<file path="src/rtl/router_pkg.sv">
// Shared types and helpers for the router packet source: FSM state encoding,
// the illegal destination code and the header byte packing.
package router_pkg;

    typedef enum logic [2:0] {
        ST_IDLE,
        ST_WAIT,
        ST_HDR,
        ST_PLD,
        ST_PAR,
        ST_ERRW,
        ST_REPORT,
        ST_GAP
    } src_state_t;

    localparam logic [1:0] ADDR_ILLEGAL = 2'b11;

    function automatic logic [7:0] hdr(input logic [5:0] len, input logic [1:0] addr);
        return {len, addr};
    endfunction

endpackage

</file>
<file path="src/rtl/router_src_buf.sv">
// Payload byte FIFO: DEPTH x 8, pointers wrap modulo DEPTH, with head and
// one-ahead peek so the framer can register the following byte on a pop.
module router_src_buf #(
    parameter  int DEPTH = 64,
    localparam int AW    = $clog2(DEPTH)
) (
    input  logic          clock,
    input  logic          resetn,
    input  logic          push_i,
    input  logic          pop_i,
    input  logic [7:0]    wdata_i,
    output logic [7:0]    head_o,
    output logic [7:0]    next_o,
    output logic [AW:0]   count_o,
    output logic          full_o,
    output logic          empty_o
);

    logic [7:0]    mem_q [DEPTH];
    logic [AW-1:0] wr_ptr_q, rd_ptr_q;
    logic [AW:0]   count_q;
    logic          wr, rd;

    function automatic logic [AW-1:0] ptr_inc(input logic [AW-1:0] p);
        return (p == AW'(DEPTH - 1)) ? '0 : p + 1'b1;
    endfunction

    assign full_o  = (count_q == (AW+1)'(DEPTH));
    assign empty_o = (count_q == '0);
    assign count_o = count_q;
    assign wr      = push_i && !full_o;
    assign rd      = pop_i && !empty_o;
    assign head_o  = mem_q[rd_ptr_q];
    assign next_o  = mem_q[ptr_inc(rd_ptr_q)];

    always_ff @(posedge clock) begin
        if (wr) mem_q[wr_ptr_q] <= wdata_i;
    end

    always_ff @(posedge clock or negedge resetn) begin
        if (!resetn) begin
            wr_ptr_q <= '0;
            rd_ptr_q <= '0;
            count_q  <= '0;
        end else begin
            if (wr) wr_ptr_q <= ptr_inc(wr_ptr_q);
            if (rd) rd_ptr_q <= ptr_inc(rd_ptr_q);
            case ({wr, rd})
                2'b10:   count_q <= count_q + 1'b1;
                2'b01:   count_q <= count_q - 1'b1;
                default: count_q <= count_q;
            endcase
        end
    end

endmodule

</file>
<file path="src/rtl/router_pkt_source.sv">
// Packet framer for the 1x3 router input: buffers a full payload, then sends
// header, payload and XOR parity, watches router error and reports status.
module router_pkt_source
    import router_pkg::*;
#(
    parameter int DEPTH   = 64,
    parameter int ERR_WIN = 4,
    parameter int GAP     = 2
) (
    input  logic       clock,
    input  logic       resetn,
    input  logic       cmd_valid,
    output logic       cmd_ready,
    input  logic [1:0] cmd_addr,
    input  logic [5:0] cmd_len,
    input  logic       pl_valid,
    output logic       pl_ready,
    input  logic [7:0] pl_data,
    input  logic       busy,
    input  logic       error,
    output logic       pkt_valid,
    output logic [7:0] data_in,
    output logic       done,
    output logic       done_err,
    output logic       bad_cmd
);

    localparam int CNTW = $clog2(DEPTH) + 1;
    localparam int CW   = 8;

    src_state_t      state_q;
    logic [1:0]      addr_q;
    logic [5:0]      len_q, rem_q;
    logic [7:0]      par_q, data_q;
    logic [CW-1:0]   cnt_q;
    logic            err_q;
    logic            cmd_ready_q, pkt_valid_q, done_q, done_err_q, bad_cmd_q;

    logic [7:0]      head, next;
    logic [CNTW-1:0] count;
    logic            full, empty, pop;

    assign pop = (state_q == ST_PLD) && !busy && !empty;

    router_src_buf #(.DEPTH(DEPTH)) u_buf (
        .clock   (clock),
        .resetn  (resetn),
        .push_i  (pl_valid),
        .pop_i   (pop),
        .wdata_i (pl_data),
        .head_o  (head),
        .next_o  (next),
        .count_o (count),
        .full_o  (full),
        .empty_o (empty)
    );

    assign pl_ready  = !full;
    assign cmd_ready = cmd_ready_q;
    assign pkt_valid = pkt_valid_q;
    assign data_in   = data_q;
    assign done      = done_q;
    assign done_err  = done_err_q;
    assign bad_cmd   = bad_cmd_q;

    // Outputs are loaded on the transition so they always match state_q.
    always_ff @(posedge clock or negedge resetn) begin
        if (!resetn) begin
            state_q     <= ST_IDLE;
            addr_q      <= '0;
            len_q       <= '0;
            rem_q       <= '0;
            par_q       <= '0;
            data_q      <= '0;
            cnt_q       <= '0;
            err_q       <= 1'b0;
            cmd_ready_q <= 1'b0;
            pkt_valid_q <= 1'b0;
            done_q      <= 1'b0;
            done_err_q  <= 1'b0;
            bad_cmd_q   <= 1'b0;
        end else begin
            done_q     <= 1'b0;
            done_err_q <= 1'b0;
            bad_cmd_q  <= 1'b0;
            case (state_q)
                ST_IDLE: begin
                    cmd_ready_q <= 1'b1;
                    if (cmd_valid && cmd_ready_q) begin
                        cmd_ready_q <= 1'b0;
                        addr_q      <= cmd_addr;
                        len_q       <= cmd_len;
                        if (cmd_addr == ADDR_ILLEGAL || cmd_len == '0) begin
                            state_q   <= ST_REPORT;
                            done_q    <= 1'b1;
                            bad_cmd_q <= 1'b1;
                        end else begin
                            state_q <= ST_WAIT;
                        end
                    end
                end
                // Whole payload must be resident so pkt_valid never gaps.
                ST_WAIT: begin
                    if (count >= CNTW'(len_q)) begin
                        state_q     <= ST_HDR;
                        pkt_valid_q <= 1'b1;
                        data_q      <= hdr(len_q, addr_q);
                        par_q       <= hdr(len_q, addr_q);
                        rem_q       <= len_q;
                    end
                end
                ST_HDR: begin
                    if (!busy) begin
                        state_q <= ST_PLD;
                        data_q  <= head;
                    end
                end
                ST_PLD: begin
                    if (!busy) begin
                        par_q <= par_q ^ data_q;
                        rem_q <= rem_q - 1'b1;
                        if (rem_q == 6'd1) begin
                            state_q     <= ST_PAR;
                            pkt_valid_q <= 1'b0;
                            data_q      <= par_q ^ data_q;
                        end else begin
                            data_q <= next;
                        end
                    end
                end
                ST_PAR: begin
                    if (!busy) begin
                        state_q <= ST_ERRW;
                        data_q  <= '0;
                        cnt_q   <= '0;
                        err_q   <= 1'b0;
                    end
                end
                ST_ERRW: begin
                    err_q <= err_q | error;
                    if (cnt_q == CW'(ERR_WIN - 1)) begin
                        state_q    <= ST_REPORT;
                        done_q     <= 1'b1;
                        done_err_q <= err_q | error;
                    end else begin
                        cnt_q <= cnt_q + 1'b1;
                    end
                end
                ST_REPORT: begin
                    cnt_q <= '0;
                    if (GAP == 0) begin
                        state_q     <= ST_IDLE;
                        cmd_ready_q <= 1'b1;
                    end else begin
                        state_q <= ST_GAP;
                    end
                end
                ST_GAP: begin
                    if (cnt_q == CW'(GAP - 1)) begin
                        state_q     <= ST_IDLE;
                        cmd_ready_q <= 1'b1;
                    end else begin
                        cnt_q <= cnt_q + 1'b1;
                    end
                end
                default: state_q <= ST_IDLE;
            endcase
        end
    end

endmodule
</file>
<file path="config.mk">
export PLATFORM = sky130hd
export DESIGN_NAME = router_pkt_source
export DESIGN_NICKNAME = d
export VERILOG_FILES = /design/src/rtl/router_pkg.sv /design/src/rtl/router_src_buf.sv /design/src/rtl/router_pkt_source.sv
export SDC_FILE = /design/constraint.sdc
export NUM_CORES = 1
export LEC_CHECK = 0
export BUFFER_PORTS_ARGS = -buffer_cell sky130_fd_sc_hd__buf_2
export CORE_MARGIN = 4
export CORE_UTILIZATION = 45
export CTS_BUF_LIST = sky130_fd_sc_hd__clkbuf_16
export DETAILED_ROUTE_END_ITERATION = 8
export MAX_ROUTING_LAYER = met4
export PLACE_DENSITY_LB_ADDON = 0.1
export REMOVE_ABC_BUFFERS = 1
export SYNTH_ARGS = -nofsm -noshare
export SYNTH_HDL_FRONTEND = slang
export SYNTH_SLANG_ARGS = --single-unit
</file>
<file path="constraint.sdc">
create_clock -name clock -period 8.79 [get_ports clock]
set_clock_uncertainty 0.1 [all_clocks]
set_input_delay 0.4395 -clock clock [delete_from_list [all_inputs] [get_ports clock]]
set_output_delay 0.4395 -clock clock [all_outputs]
set_load 0.005 [all_outputs]
</file>
==> results by group, run 1 <==
Cells and area
  • Layout cells sized above 1: 15.5%
  • P&R area growth vs syn: 10.3%
  • Fin util: 50.4%
  • Final #Nets: 2,153

Detailed routing
  • Met2 wire length: 39.8 mm
  • WL met3: ~8.6 mm
  • WL final: between 80 and 90 mm
  • Drt initial violations: about 2,800
  • Post-route ant nets: 0
  • DR pass1 iterations: 6
  • Wire per inst: 29.6 um
  • Max layer used: met4
  • Vias: slightly below 20,000
  • Met1 WL: around 38 mm
  • Avg Vias per Cell: roughly 6.5
  • DRC: 0

Timing
  • Final worst setup slack: 3560 ps
  • RSZ-0062 raised after global routing: no
  • Setup violators final: 0
  • Final period util: about three fifths
  • Tightest Pin Transition: around 1400 ps
  • Min Hold Slack: 217 ps
  • FMAX: approximately 190 MHz
  • Slew headroom: between 4 and 5%
  • Slew Viols, Final: 0
  • Final hold violations: 0
  • Minimum clock period: 5230 ps

Setup path
  • Worst path most repeated cell: buf_4
  • Largest stage delay, worst path: 920 ps
  • R2r startpoint: u_buf.rd_ptr_q[1]
  • Slowest cell on crit path: nor4_1
  • CP bufs+invs: 2
  • Worst Reg-to-Reg Cells: 10
  • Flop2flop setup slack: approximately 3600 ps
  • Startpoint Class: flip-flop
  • CP Cell Sequence: ha_1 -> nand3_1 -> o21ai_4 -> buf_4 -> buf_4 -> nand2_1 -> a32oi_1 -> a31oi_1 -> nor4_1 -> o31a_1
  • Critical Path AT: ~5700 ps
  • Crit Reg-Reg Endpoint: data_in[6]
  • Max Fanout on Critical Path: 41
  • CP top delay family: simple AND/OR/NAND/NOR gates
  • Crit path kind: flip-flop to flip-flop
  • Crit. End Element: flip-flop
  • Required time worst endpoint: approximately 9300 ps

Worst hold path
  • Worst min-delay path class: input pin to flip-flop
  • Hold_sp: busy
  • Worst hold stages: 3
  • Hold endpoint: pkt_valid

GRT
  • All-Layer GR Usage: between 20 and 30%
  • Total gr overflow: 0
  • Initial antenna violation count: 1
  • Vias in the first global route: 18,900
  • Largest net degree at the start of global routing: 118
  • First-pass GRT wire length: 130 mm

Power and ir drop
  • Power per cell area: 347 nW/um2
  • Leak: between 10 and 15 nW
  • VDD IR max: around 270 uV

Logic synthesis
  • Seq cells post-synth: just under 600
  • Largest family of logic cells by synthesized area: multiplexers
  • Register area share after synthesis: approximately 60%
  • Synth cell count leaders: edfxtp_1, nand2_1, mux4_2, mux2i_1, nor2_1
  • Synth top area share: 54.4%
  • Post-synthesis xor/xnor area fraction: less than 1%
  • Dominant cell type by area after synthesis: edfxtp_1
  • Ys Warns: 0
  • Count leader, synth: edfxtp_1
  • Synth Area in Adders: 0.867%
  • Synth top area cells: edfxtp_1, mux4_2, dfrtp_1, nand2_1, mux2i_1
  • Synth cell types: between 60 and 70
  • Cell Area, Synth: approximately 28,000 um2
  • Simple-Gate Fraction of Synth Area: a little over a tenth
  • Post-synth ARST share: between 10 and 15%
  • Mapped Cells: between 2,000 and 2,500
  • Post-synth EDFFs: between 500 and 600
  • Mux share of post-synthesis cell area: 16.2%
  • Post-synthesis compound-gate area fraction: around 8%
  • Synthesized area per cell: 13.4 um2
  • Main flop type after synthesis: edfxtp_1

Flow run
  • Max-cap viol count: 0

Clock network
  • Clock sinks: a little under 600
  • Reg clk slew, reported paths: approximately 60 ps
  • CTS buffer count: a little over 60
  • PostCTS Resize Cnt: 0
  • Postcts setup bufs: 0
  • CTS tree: built
  • Clk_lat worst skew: roughly 640 ps
  • Cts hold-fix bufs: 10
  • Clock Tree Root: clkbuf_16
  • Htree depth: 2
  • Longest Clk Path Bufs: 3

Die
  • Die span in x: roughly 260 um
  • I/O pin total: 36
  • Initial Utilization: a little under half
  • Die H: ~260 um
  • Core area: ~62,000 um2
  • Row cnt: a little over 90
  • Full die area: about 67,000 um2

Place
  • Dpl hpwl: between 50 and 60 mm
  • I/O Buffers: 35
  • Placer Congestion: roughly 0.93
  • Place WS: around 3800 ps

Status
  • Run status: finished clean
[metrics by stage]
stage / std cells / power (mW) / setup TNS (ps) / instance area (um2)
final: 3003 / 10.8 / 0 / 31200
after detailed placement: 2876 / 8.24 / 0 / 29100
after global placement: 2876 / 8.22 / 0 / 29100
after global routing: 3003 / 11.3 / 0 / 31200
after floorplan: 1963 / 6.87 / -29460 / 27500
after CTS: 3002 / 10.8 / 0 / 31200
[registers in the layout, indices dropped and copies added, names as in the netlist]
register,cells
rem_q,6
len_q,6
err_q,1
state_q,3
done,1
u_buf.count_o,7
cmd_ready,1
u_buf.wr_ptr_q,6
cnt_q,8
pkt_valid,1
u_buf.mem_q,512
addr_q,2
par_q,8
done_err,1
data_in,8
bad_cmd,1
u_buf.rd_ptr_q,6
[power by group]
| group | internal (mW) | total (mW) | switching [mW] |
|---|---|---|---|
| Combinational | 1.72 | 4.80 | 3.08 |
| Sequential | 3.20 | 3.49 | 0.290 |
| Clock | 1.44 | 2.54 | 1.10 |
| Total | 6.36 | 10.8 | 4.47 |
[cells in the final DEF (no fill, tap or decap), types with 7 or more instances in the layout]
master	netlist	final
nand3_1	117	117
ha_1	18	18
clkinvlp_4	0	7
o22ai_1	11	11
a32o_1	12	12
buf_2	56	35
xnor2_1	17	17
clkbuf_16	0	63
nor4_1	13	13
a211oi_1	10	10
o31ai_1	7	7
nor2_1	121	118
nand3b_1	7	7
nand2_1	368	368
nor2b_1	9	9
a21oi_1	42	42
nor3_1	19	19
edfxtp_1	512	512
a32oi_1	38	38
mux2i_1	133	133
nand4_1	14	14
a221oi_1	31	31
mux4_2	141	141
clkinv_2	0	13
a31oi_1	48	48
dfrtp_1	66	63
inv_1	31	42
o21ai_0	58	58
buf_4	19	38
clkinv_1	1	15
dlygate4sd3_1	0	10
a22oi_1	18	18
[worst max-delay path by stage]
stage	slack, ps	end	from	cells past startpoint
floorplan	-3680	data_in[0]	u_buf.rd_ptr_q[0]	8
global placement	3820	data_in[6]	u_buf.rd_ptr_q[1]	10
detailed placement	3810	data_in[6]	u_buf.rd_ptr_q[1]	10
CTS	3780	data_in[6]	u_buf.rd_ptr_q[1]	10
global route	3420	data_in[6]	u_buf.rd_ptr_q[1]	10
finish	3560	data_in[6]	u_buf.rd_ptr_q[1]	10
[kinds of logic after synthesis]
logic type	Yosys count
buffers and inverters	180
flip-flops	578
AND/OR/NAND/NOR	698
adder cells (fa/ha/maj)	19
AO/OA/AOI/OAI	330
XOR/XNOR	25
multiplexers	280
[cell type report]
cell class / instances / area, um2
Tap cell: 837 / 1050
Clock inverter: 53 / 383
Fill cell: 5309 / 30700
Multi-Input combinational cell: 1352 / 10400
Antenna cell: 1 / 2.50
Sequential cell: 578 / 17000
Inverter: 33 / 124
Clock buffer: 63 / 1580
Timing Repair Buffer: 86 / 621
[worst reg2reg max path, delay by kind of cell, from the launching register on]
family                   cells  cell delay [ps]
AO/OA/AOI/OAI                4             1290
adder cells (fa/ha/maj)      1              580
flip-flops                   1              850
AND/OR/NAND/NOR              3             1340
buffers and inverters        2             1010
[metal layers]
metal	GRT usage, %	vias up
met2	39.4	1046
met5	-	-
met1	39.2	10000
met4	7.38	0
met3	5.00	162
li1	-	8221
Power figures use the tool's default switching activity.
==> run 2: changes to the inputs <==
==> constraint.sdc (replaced) <==
create_clock -name clock -period 5.25 [get_ports clock]
set_clock_uncertainty 0.1 [all_clocks]
set_input_delay 0.2625 -clock clock [delete_from_list [all_inputs] [get_ports clock]]
set_output_delay 0.2625 -clock clock [all_outputs]
set_load 0.005 [all_outputs]
==> results by group, run 2 (synthesis results as in run 1) <==
Flow run
  • Max-cap viol count: 0 (unchanged)

Clock network
  • Clock sinks: 578 (unchanged)
  • PostCTS Resize Cnt: 0 (unchanged)
  • Reg clk slew, reported paths: 60 ps (about the same)
  • Htree depth: 3 (+1)
  • Longest Clk Path Bufs: 3 (unchanged)
  • Clock Tree Root: clkbuf_16
  • Cts hold-fix bufs: 11 (+1)
  • CTS tree: built
  • Postcts setup bufs: 0 (unchanged)
  • CTS buffer count: 66 (+8.2%)
  • Clk_lat worst skew: 600 ps (-40 ps)

Setup path
  • Flop2flop setup slack: 1070 ps (-2490 ps)
  • Crit path kind: flip-flop to flip-flop
  • Max Fanout on Critical Path: 54 (+32%)
  • Startpoint Class: flip-flop
  • CP Cell Sequence: ha_1 -> nand3_1 -> o21ai_4 -> buf_12 -> nand2_1 -> a32o_1 -> a221oi_1 -> o22ai_1 -> nor4_1 -> o31a_1
  • Slowest cell on crit path: dfrtp_4
  • Required time worst endpoint: 5670 ps (-3580 ps)
  • Largest stage delay, worst path: 740 ps (-180 ps)
  • Crit. End Element: flip-flop
  • Critical Path AT: 4600 ps (-1100 ps)

Timing
  • Slew headroom: 12.0% (+7.2 points)
  • Final period util: 79.7% (+20 points)
  • Slew Viols, Final: 0 (unchanged)
  • Final hold violations: 0 (unchanged)
  • Minimum clock period: 4180 ps (-1050 ps)
  • RSZ-0062 raised after global routing: no
  • Setup violators final: 0 (unchanged)
  • Tightest Pin Transition: 1320 ps (-72.3 ps)
  • FMAX: 239 MHz (+25%)

Die
  • Core area: 61,900 um2 (unchanged)
  • Die span in x: 259 um (unchanged)
  • I/O pin total: 36 (unchanged)
  • Initial Utilization: 45.7% (unchanged)
  • Die H: 259 um (unchanged)
  • Row cnt: 91 (unchanged)
  • Full die area: 66,900 um2 (unchanged)

Cells and area
  • Final instance area: 31,600 um2 (+1.1%)
  • Max reg flops: 512 (unchanged)
  • Layout cells sized above 1: 16.2% (+0.71 points)
  • Fin util: 50.9% (+0.56 points)
  • Most frequent cells in the layout: edfxtp_1, nand2_1, mux4_2
  • Largest Register: u_buf.mem_q
  • Most common cell after layout, fill and taps aside: edfxtp_1
  • Final #Nets: 2,177 (+1.1%)
  • Layout fillers: 5,298 (-0.21%)
  • P&R area growth vs syn: 11.6%

Power and ir drop
  • Power per cell area: 584 nW/um2 (+68%)
  • VDD IR max: 494 uV (+83%)
  • Leak: 10.9 nW (+2.2%)
  • Total power: 18.4 mW (+70%)

Status
  • Run status: finished clean

GRT
  • Vias in the first global route: 18,800 (-0.49%)
  • Initial antenna violation count: 0 (-1)
  • All-Layer GR Usage: 27.3% (+0.38 points)
  • First-pass GRT wire length: 131 mm (+0.65%)
  • Total gr overflow: 0 (unchanged)
  • Largest net degree at the start of global routing: 126 (+6.8%)

Worst hold path
  • Worst min-delay path class: input pin to flip-flop

Detailed routing
  • Wire per inst: 29.5 um (-0.33%)
  • Vias: 19,400 (-0.13%)
  • Post-route ant nets: 0 (unchanged)
  • Avg Vias per Cell: 6.42 (-0.86%)
  • WL final: 89.3 mm (+0.40%)
  • Drt initial violations: 2,310 (-16%)
  • DRC: 0 (unchanged)
  • DR pass1 iterations: 7 (+1)

Place
  • Dpl hpwl: 56.4 mm (+2.1%)
  • Placer Congestion: 0.931 (+0.63%)
  • I/O Buffers: 35 (unchanged)
  • Placement Cell Area: 29,400 um2 (+0.76%)
-- run 2: layout make-up --
cell class,instances,area [um2],area share (%)
clock inverters,48,295,0.936
multi-input cells,1352,10400,33.0
diodes,1,2.50,0.00793
clock buffers,71,1780,5.63
well taps,837,1050,3.32
repair buffers,105,853,2.70
inverters,33,124,0.393
flip-flops and latches,578,17000,54.0
-- run 2: critical path: cells and delay by family (launching register included) --
kind / cells / cell delay [ps]
AO/OA/AOI/OAI: 5 / 1580
flip-flops: 1 / 740
adder cells (fa/ha/maj): 1 / 510
buffers and inverters: 1 / 350
AND/OR/NAND/NOR: 3 / 780
-- run 2: through the flow --
step / setup TNS (ps) / setup slack [ps] / hold slack (ps) / cells
2_1_floorplan: -70000 / -7220 / -133 / 1963
3_3_place_gp: 0 / 1180 / 34.4 / 2894
3_5_place_dp: 0 / 1080 / 40.6 / 2894
4_1_cts: 0 / 1030 / 7.34 / 3024
5_1_grt: 0 / 865 / 53.8 / 3024
6_report: 0 / 1070 / 33.0 / 3025
-- run 2: worst paths after layout --
kind                                        start                 to  cells after the start
worst max-delay path            u_buf.rd_ptr_q[0]         data_in[6]                     10
worst min-delay path                         busy          pkt_valid                      3
worst max register to register  u_buf.rd_ptr_q[0]         data_in[6]                     10
worst min register to register  u_buf.rd_ptr_q[4]  u_buf.rd_ptr_q[4]                      1
max in group asynchronous                  resetn           len_q[3]                      3
min in group asynchronous                  resetn           rem_q[3]                      3
-- run 2: routing by layer --
metal  share of wire (%)  global-route usage (%)  vias up  routed length (um)
li1                    -                       -     8278                   -
met1                  43                    39.3     9940               38200
met2                  45                    40.4     1056               40300
met3                 9.3                    4.81      144                8270
met4                 2.9                    8.08        0                2570
met5                   0                       -        -                   0
-- run 2: report_power, final --
group	leakage, nW	total [mW]	internal (mW)	switching, mW
combinational	4.38	8.15	3.05	5.10
clock	1.10	4.43	2.58	1.85
sequential	5.42	5.83	5.36	0.478
